$ cat src/rtl/instruction_fetch_unit.sv
// instruction_fetch_unit
//   Sequential instruction fetcher with a single output register and a
//   valid/ready handshake toward decode. It reads a combinational
//   instruction memory at the current PC. Redirects flush the output
//   register and move the PC. A fetched HALT_WORD stops further fetches
//   until the next redirect or reset.
//
// Ports
//   clk              rising-edge clock
//   rst              asynchronous active-high reset
//   run              fetch enable (0 suppresses new loads only)
//   imem_addr        word address to instruction memory, {zeros, pc}
//   imem_instr       instruction word at imem_addr, same cycle
//   redirect_valid   1-cycle branch/jump request
//   redirect_target  new PC word address, low ADDR_W bits used
//   out_valid        out_instr/out_pc hold a fetched instruction
//   out_ready        decode accepts the output this cycle
//   out_instr        fetched instruction
//   out_pc           word address of out_instr, zero-extended
//   halted           registered, high while in HALTED
//   fetch_count      saturating count of loads into the output register
//
// state     | meaning
// ----------+----------------------------------------------------------
// ST_RUN    | fetching whenever run=1 and the output slot is free
// ST_HALTED | halt word fetched; no loads until redirect or reset

module instruction_fetch_unit #(
    parameter int          ADDR_W    = 10,
    parameter int          RESET_PC  = 0,
    parameter logic [31:0] HALT_WORD = 32'hFC000000
) (
    input  logic        clk,
    input  logic        rst,
    input  logic        run,
    output logic [31:0] imem_addr,
    input  logic [31:0] imem_instr,
    input  logic        redirect_valid,
    input  logic [31:0] redirect_target,
    output logic        out_valid,
    input  logic        out_ready,
    output logic [31:0] out_instr,
    output logic [31:0] out_pc,
    output logic        halted,
    output logic [31:0] fetch_count
);

    typedef enum logic {
        ST_RUN,
        ST_HALTED
    } state_t;

    localparam logic [ADDR_W-1:0] RESET_PC_W = ADDR_W'(RESET_PC);

    state_t            state;
    logic [ADDR_W-1:0] pc;
    logic              slot_free;
    logic              load;
    logic              unused_target_hi;

    // Only the low ADDR_W bits of the target address the memory.
    assign unused_target_hi = ^redirect_target[31:ADDR_W];

    assign imem_addr = {{(32-ADDR_W){1'b0}}, pc};
    assign slot_free = !out_valid || out_ready;
    assign load      = (state == ST_RUN) && run && slot_free && !redirect_valid;

    always_ff @(posedge clk or posedge rst) begin
        if (rst) begin
            state       <= ST_RUN;
            pc          <= RESET_PC_W;
            out_valid   <= 1'b0;
            out_instr   <= 32'd0;
            out_pc      <= 32'd0;
            fetch_count <= 32'd0;
            halted      <= 1'b0;
        end else if (redirect_valid) begin
            // Redirect wins over load, stall and halt detection; flush even
            // if decode is stalled.
            pc        <= redirect_target[ADDR_W-1:0];
            out_valid <= 1'b0;
            state     <= ST_RUN;
            halted    <= 1'b0;
        end else if (load) begin
            out_instr <= imem_instr;
            out_pc    <= {{(32-ADDR_W){1'b0}}, pc};
            out_valid <= 1'b1;
            pc        <= pc + 1'b1;
            if (fetch_count != 32'hFFFF_FFFF)
                fetch_count <= fetch_count + 32'd1;
            // The halt word itself is still delivered downstream.
            if (imem_instr == HALT_WORD) begin
                state  <= ST_HALTED;
                halted <= 1'b1;
            end
        end else if (out_valid && out_ready) begin
            out_valid <= 1'b0;
        end
    end

endmodule
$ cat config.mk
export PLATFORM = sky130hd
export DESIGN_NAME = instruction_fetch_unit
export DESIGN_NICKNAME = d
export VERILOG_FILES = /design/src/rtl/instruction_fetch_unit.sv
export SDC_FILE = /design/constraint.sdc
export NUM_CORES = 1
export LEC_CHECK = 0
export CORE_MARGIN = 2
export CORE_UTILIZATION = 42
export DETAILED_ROUTE_END_ITERATION = 10
export PLACE_DENSITY = 0.81
export SLEW_MARGIN = 30
export SYNTH_ARGS = -nofsm -noshare
export SYNTH_HDL_FRONTEND = slang
export SYNTH_SLANG_ARGS = --single-unit
$ cat constraint.sdc
create_clock -name clk -period 3.74 [get_ports clk]
set_clock_uncertainty 0.05 [all_clocks]
set_input_delay 0.561 -clock clk [delete_from_list [all_inputs] [get_ports clk]]
set_output_delay 0.561 -clock clk [all_outputs]
set_load 0.03 [all_outputs]
# == Word level (Yosys, flattened, before mapping) ==
# Cells that the tools add are included.
# word_totals
out_inout_bits,130
elab_cells,33
in_bits,69
ff_bits,86
# op_classes
bitwise,2
n_reduce_logical,13
n_addsub,2
n_mux,8
eq_ne,2
# op_table
operator,count
$add 32x1->32 const B,1
$eq 32x32->1 const B,1
$ne 32x32->1 const B,1
$mux 10,2
$add 10x1->10 const B,1
$mux 1,6
$logic_and 1x1->1,4
$reduce_and 2->1,2
$reduce_bool 2->1,2
$reduce_and 3->1,1
$reduce_bool 3->1,1
$logic_not 1->1,2
$not 1->1,2
$logic_or 1x1->1,1

# == Depth between registers and ports, before layout ==
# logic_depth
ltp_word,6
ltp_mapped,7
depth_no_buf,5

# == Worst setup path after synthesis ==
# Ideal clock, no wire load.
# synth_path
path_type,flip-flop to flip-flop
start,register fetch_count[8]
end,register fetch_count[30]
period_less_slack_ns,1.986
stages_incl_launch_ff,6
n_path_buf,0
arrival_ns,1.808
t_required_ns,3.562
setup_slack_ns,1.754
setup_ns,0.128
cell_sequence,dfrtp_1 nand4_4 nor4_4 nand3_2 nor3_1 mux2_1
# synth_between
elab_chain_len,2
word_cells_on_any_way,3
classes_between,add/sub (1); eq/ne (1); reduce/logical (1)
# synth_rtl
element,line,source
"start, declared",45,output logic [31:0] fetch_count
"start signal, assigned",90,fetch_count <= fetch_count + 32'd1;
"parallel branches: the longest is 2 deep, another holds $add 32x1->32",n/a,
# Parallel ways; which one is timed is not known.
# A chain may end at the register's enable or synchronous reset.

# == Worst setup path in the final report ==
# layout_path
start,register fetch_count[7]
end,register fetch_count[1]
# layout_between
elab_chain_len,2
# layout_rtl
element,line,source
$ne 32x32->1,89,if (fetch_count != 32'hFFFF_FFFF)
$reduce_and 3->1 (no source line),n/a,
# No other way between the ends.

==> results.py <==
metrics = {
    "status": {
        "status": "completed",
    },
    "drt": {
        "drt_iter0_drc": 220,
        "vias_per_cell": 4.96,
        "drc": 0,
        "vias": 3621,
        "firstDrtPassIters": 4,
        "ant_nets": 0,
        "drt-total-wl_mm": 10.8,
        "wire_per_inst_um": 14.8,
    },
    "critical_path": {
        "reg2reg_depth": 5,
        "start_kind": "flip-flop",
        "cp.arrival_ps": 2450,
        "worstReg2RegEnd": "fetch_count[1]$_DFFE_PP0P_",
        "timing.rr.start": "fetch_count[7]$_DFFE_PP0P_",
        "path_class": "flip-flop to flip-flop",
        "reg2reg_setup_slack_ps": 1470,
        "cp_slowest_cell": "dfrtp_1",
        "end_kind": "flip-flop",
        "cp_slowest_stage_delay_ps": 520,
        "cp_cell_sequence": "nand4_4 -> nor3_2 -> nand4_2 -> nand2_1 -> mux2_1",
        "cp_max_fo": 19,
        "critPathRequiredTime_ps": 3930,
    },
    "clock_tree": {
        "hold_buffers": 0,
        "clk-insertion-delay-late_ps": 350,
        "cts_tree": "done",
        "post_cts_buffers": 0,
        "cts.reportedPaths.clkPinSlew_ps": 100,
        "cts-resized-gates": 0,
        "cts_root_buf": "clkbuf_8",
        "clockBufferDepth": 2,
        "cts_buffers": 9,
        "clkSinkCount": 86,
        "h-tree-depth": 3,
    },
    "logic_synthesis": {
        "synth_commonest_cells": "153 x nand2_1, 86 x dfrtp_1, 44 x buf_4",
        "synth_cell_types": 42,
        "yosysTopAreaCell": "dfrtp_1",
        "synth.area.top_cells": "dfrtp_1 50%, nand2_1 13%, buf_4 7.7%",
        "postSynthCellCount": 460,
        "synth_ff_type": "dfrtp_1",
        "synth.avg_cell_area_um2": 9.34,
        "synth-edff-count": 0,
        "yosysWarnings": 0,
        "synth_top_cell_area_share_pct": 50.1,
        "yosysMostFrequentCell": "nand2_1",
        "synth_async_sr_flop_share_pct": 100,
        "synth_area_um2": 4300,
        "ys_seq_elements": 86,
        "ys_seq_area_share_pct": 50.1,
    },
    "job": {
        "maxCapViolations": 0,
    },
    "global_routing": {
        "gr-total-overflow": 0,
        "antenna_found_initial": 0,
        "grt_max_degree": 87,
        "grt_usage_pct": 19.6,
        "grt_pass1_wl_mm": 17.4,
        "grt_pass1_vias": 3412,
    },
    "floorplanning": {
        "die_h_um": 105,
        "num_io_pins": 199,
        "die_area_um2": 11100,
        "die_x_um": 105,
        "core_area_um2": 9860,
        "fp-row-count": 36,
        "start_util_pct": 43.5,
    },
    "power": {
        "ir_worst_vdd_uv": 186,
        "p_per_area_nw_per_um2": 472,
        "p_leak_nw": 2.71,
    },
    "final_layout": {
        "diodes": 0,
        "fin_nets": 663,
        "layout-drive-gt1-share_pct": 5.53,
        "syn_to_final_growth_pct": 37.0,
        "num-fill-cells": 833,
    },
    "sta": {
        "fmax_mhz": 441,
        "max_slew_margin_pct": 62.2,
        "setup-violations-final": 0,
        "setup_tns_ps": 0,
        "final-max-slew-violation-count": 0,
        "grt_setup_unrepaired": "no",
        "tightest_slew_ps": 566,
        "min_period_over_period_pct": 60.6,
        "min_period_ps": 2270,
        "fin_ws_ps": 1470,
        "hold_viol_final": 0,
    },
    "placement": {
        "hpwlAfterDp_mm": 7.83,
        "gp_congestion": 0.849,
        "port_buffers": 132,
        "pre_cts_ws_ps": 1120,
    },
    "min_path": {
        "hold_start": "out_instr[22]$_DFFE_PP0P_",
        "min_path_type": "flip-flop to flip-flop",
        "min_path_cells": 2,
        "worstHoldEndpoint": "out_instr[22]$_DFFE_PP0P_",
    },
}
[worst max-delay path: cells and delay by family, from the launching register on]
family / cells / cell delay [ps]
flip-flops: 1 / 520
AND/OR/NAND/NOR: 4 / 1250
multiplexers: 1 / 340
[how the worst max path moves through the flow]
stage | startpoint | endpoint | slack (ps) | depth (start not counted)
final | fetch_count[7]$_DFFE_PP0P_ | fetch_count[1]$_DFFE_PP0P_ | 1470 | 5
after global routing | fetch_count[7]$_DFFE_PP0P_ | fetch_count[1]$_DFFE_PP0P_ | 1310 | 5
after CTS | run | fetch_count[15]$_DFFE_PP0P_ | 1480 | 7
after detailed placement | run | fetch_count[15]$_DFFE_PP0P_ | 1120 | 7
after global placement | run | fetch_count[15]$_DFFE_PP0P_ | 1170 | 7
after floorplan | rst | fetch_count[0]$_DFFE_PP0P_ | 910 | 1
[sequential cells by signal, summed over array words and instances, names as in the netlist]
signal	cells
out_instr	32
out_valid	1
state	1
pc	10
out_pc	10
fetch_count	32
[metal layers]
metal	vias up	part of all wire, %	global-route usage, %
met5	-	0	0
met3	8	4.8	3.12
li1	1700	-	-
met4	0	1.2	6.19
met1	1776	44	27.0
met2	137	50	31.6
[cell type report]
class,instances,area (µm²),area share [%]
clock inverters,5,129,2.19
inverters,4,16.3,0.276
flip-flops and latches,86,2150,36.6
well taps,133,166,2.83
repair buffers,137,1370,23.3
multi-input cells,354,1900,32.3
clock buffers,11,151,2.57
[metrics by stage]
| step | hold WS, ps | util [%] | cells | cell area [µm²] | total power [mW] |
|---|---|---|---|---|---|
| finish | 428 | 59.7 | 730 | 5890 | 2.78 |
| global route | 461 | 59.7 | 730 | 5890 | 2.91 |
| CTS | 433 | 59.7 | 730 | 5890 | 2.80 |
| detailed placement | 413 | 56.8 | 714 | 5610 | 1.92 |
| global placement | 409 | 56.8 | 714 | 5610 | 1.90 |
| floorplan | 599 | - | 503 | 4460 | 1.60 |
[placed cells by master (no fill, tap or decap), types with 4 or more instances in the layout]
cell type	synthesis	final
nor3_1	10	10
and3_1	9	9
buf_4	44	4
clkdlybuf4s50_1	0	132
conb_1	1	44
nand2_1	153	153
nor4_1	9	9
and4_1	6	6
nand4_1	14	14
nor2_1	8	8
nand3_1	18	18
o21ai_0	10	10
bufinv_16	0	4
dfrtp_1	86	86
clkbuf_8	0	11
xnor2_1	23	23
xor2_1	13	13
[report_power, final]
part / switching (mW) / internal (mW)
Clock: 0.337 / 0.550
Sequential: 0.0950 / 1.04
Combinational: 0.458 / 0.303
[logic make-up after synthesis]
group                    synth area share [%]
multiplexers                             1.25
buffers and inverters                    9.44
other                                  0.0873
XOR/XNOR                                 7.34
AND/OR/NAND/NOR                          29.4
flip-flops                               50.1
adder cells (fa/ha/maj)                 0.582
AO/OA/AOI/OAI                            1.83
(Power assumes the default switching activity.)
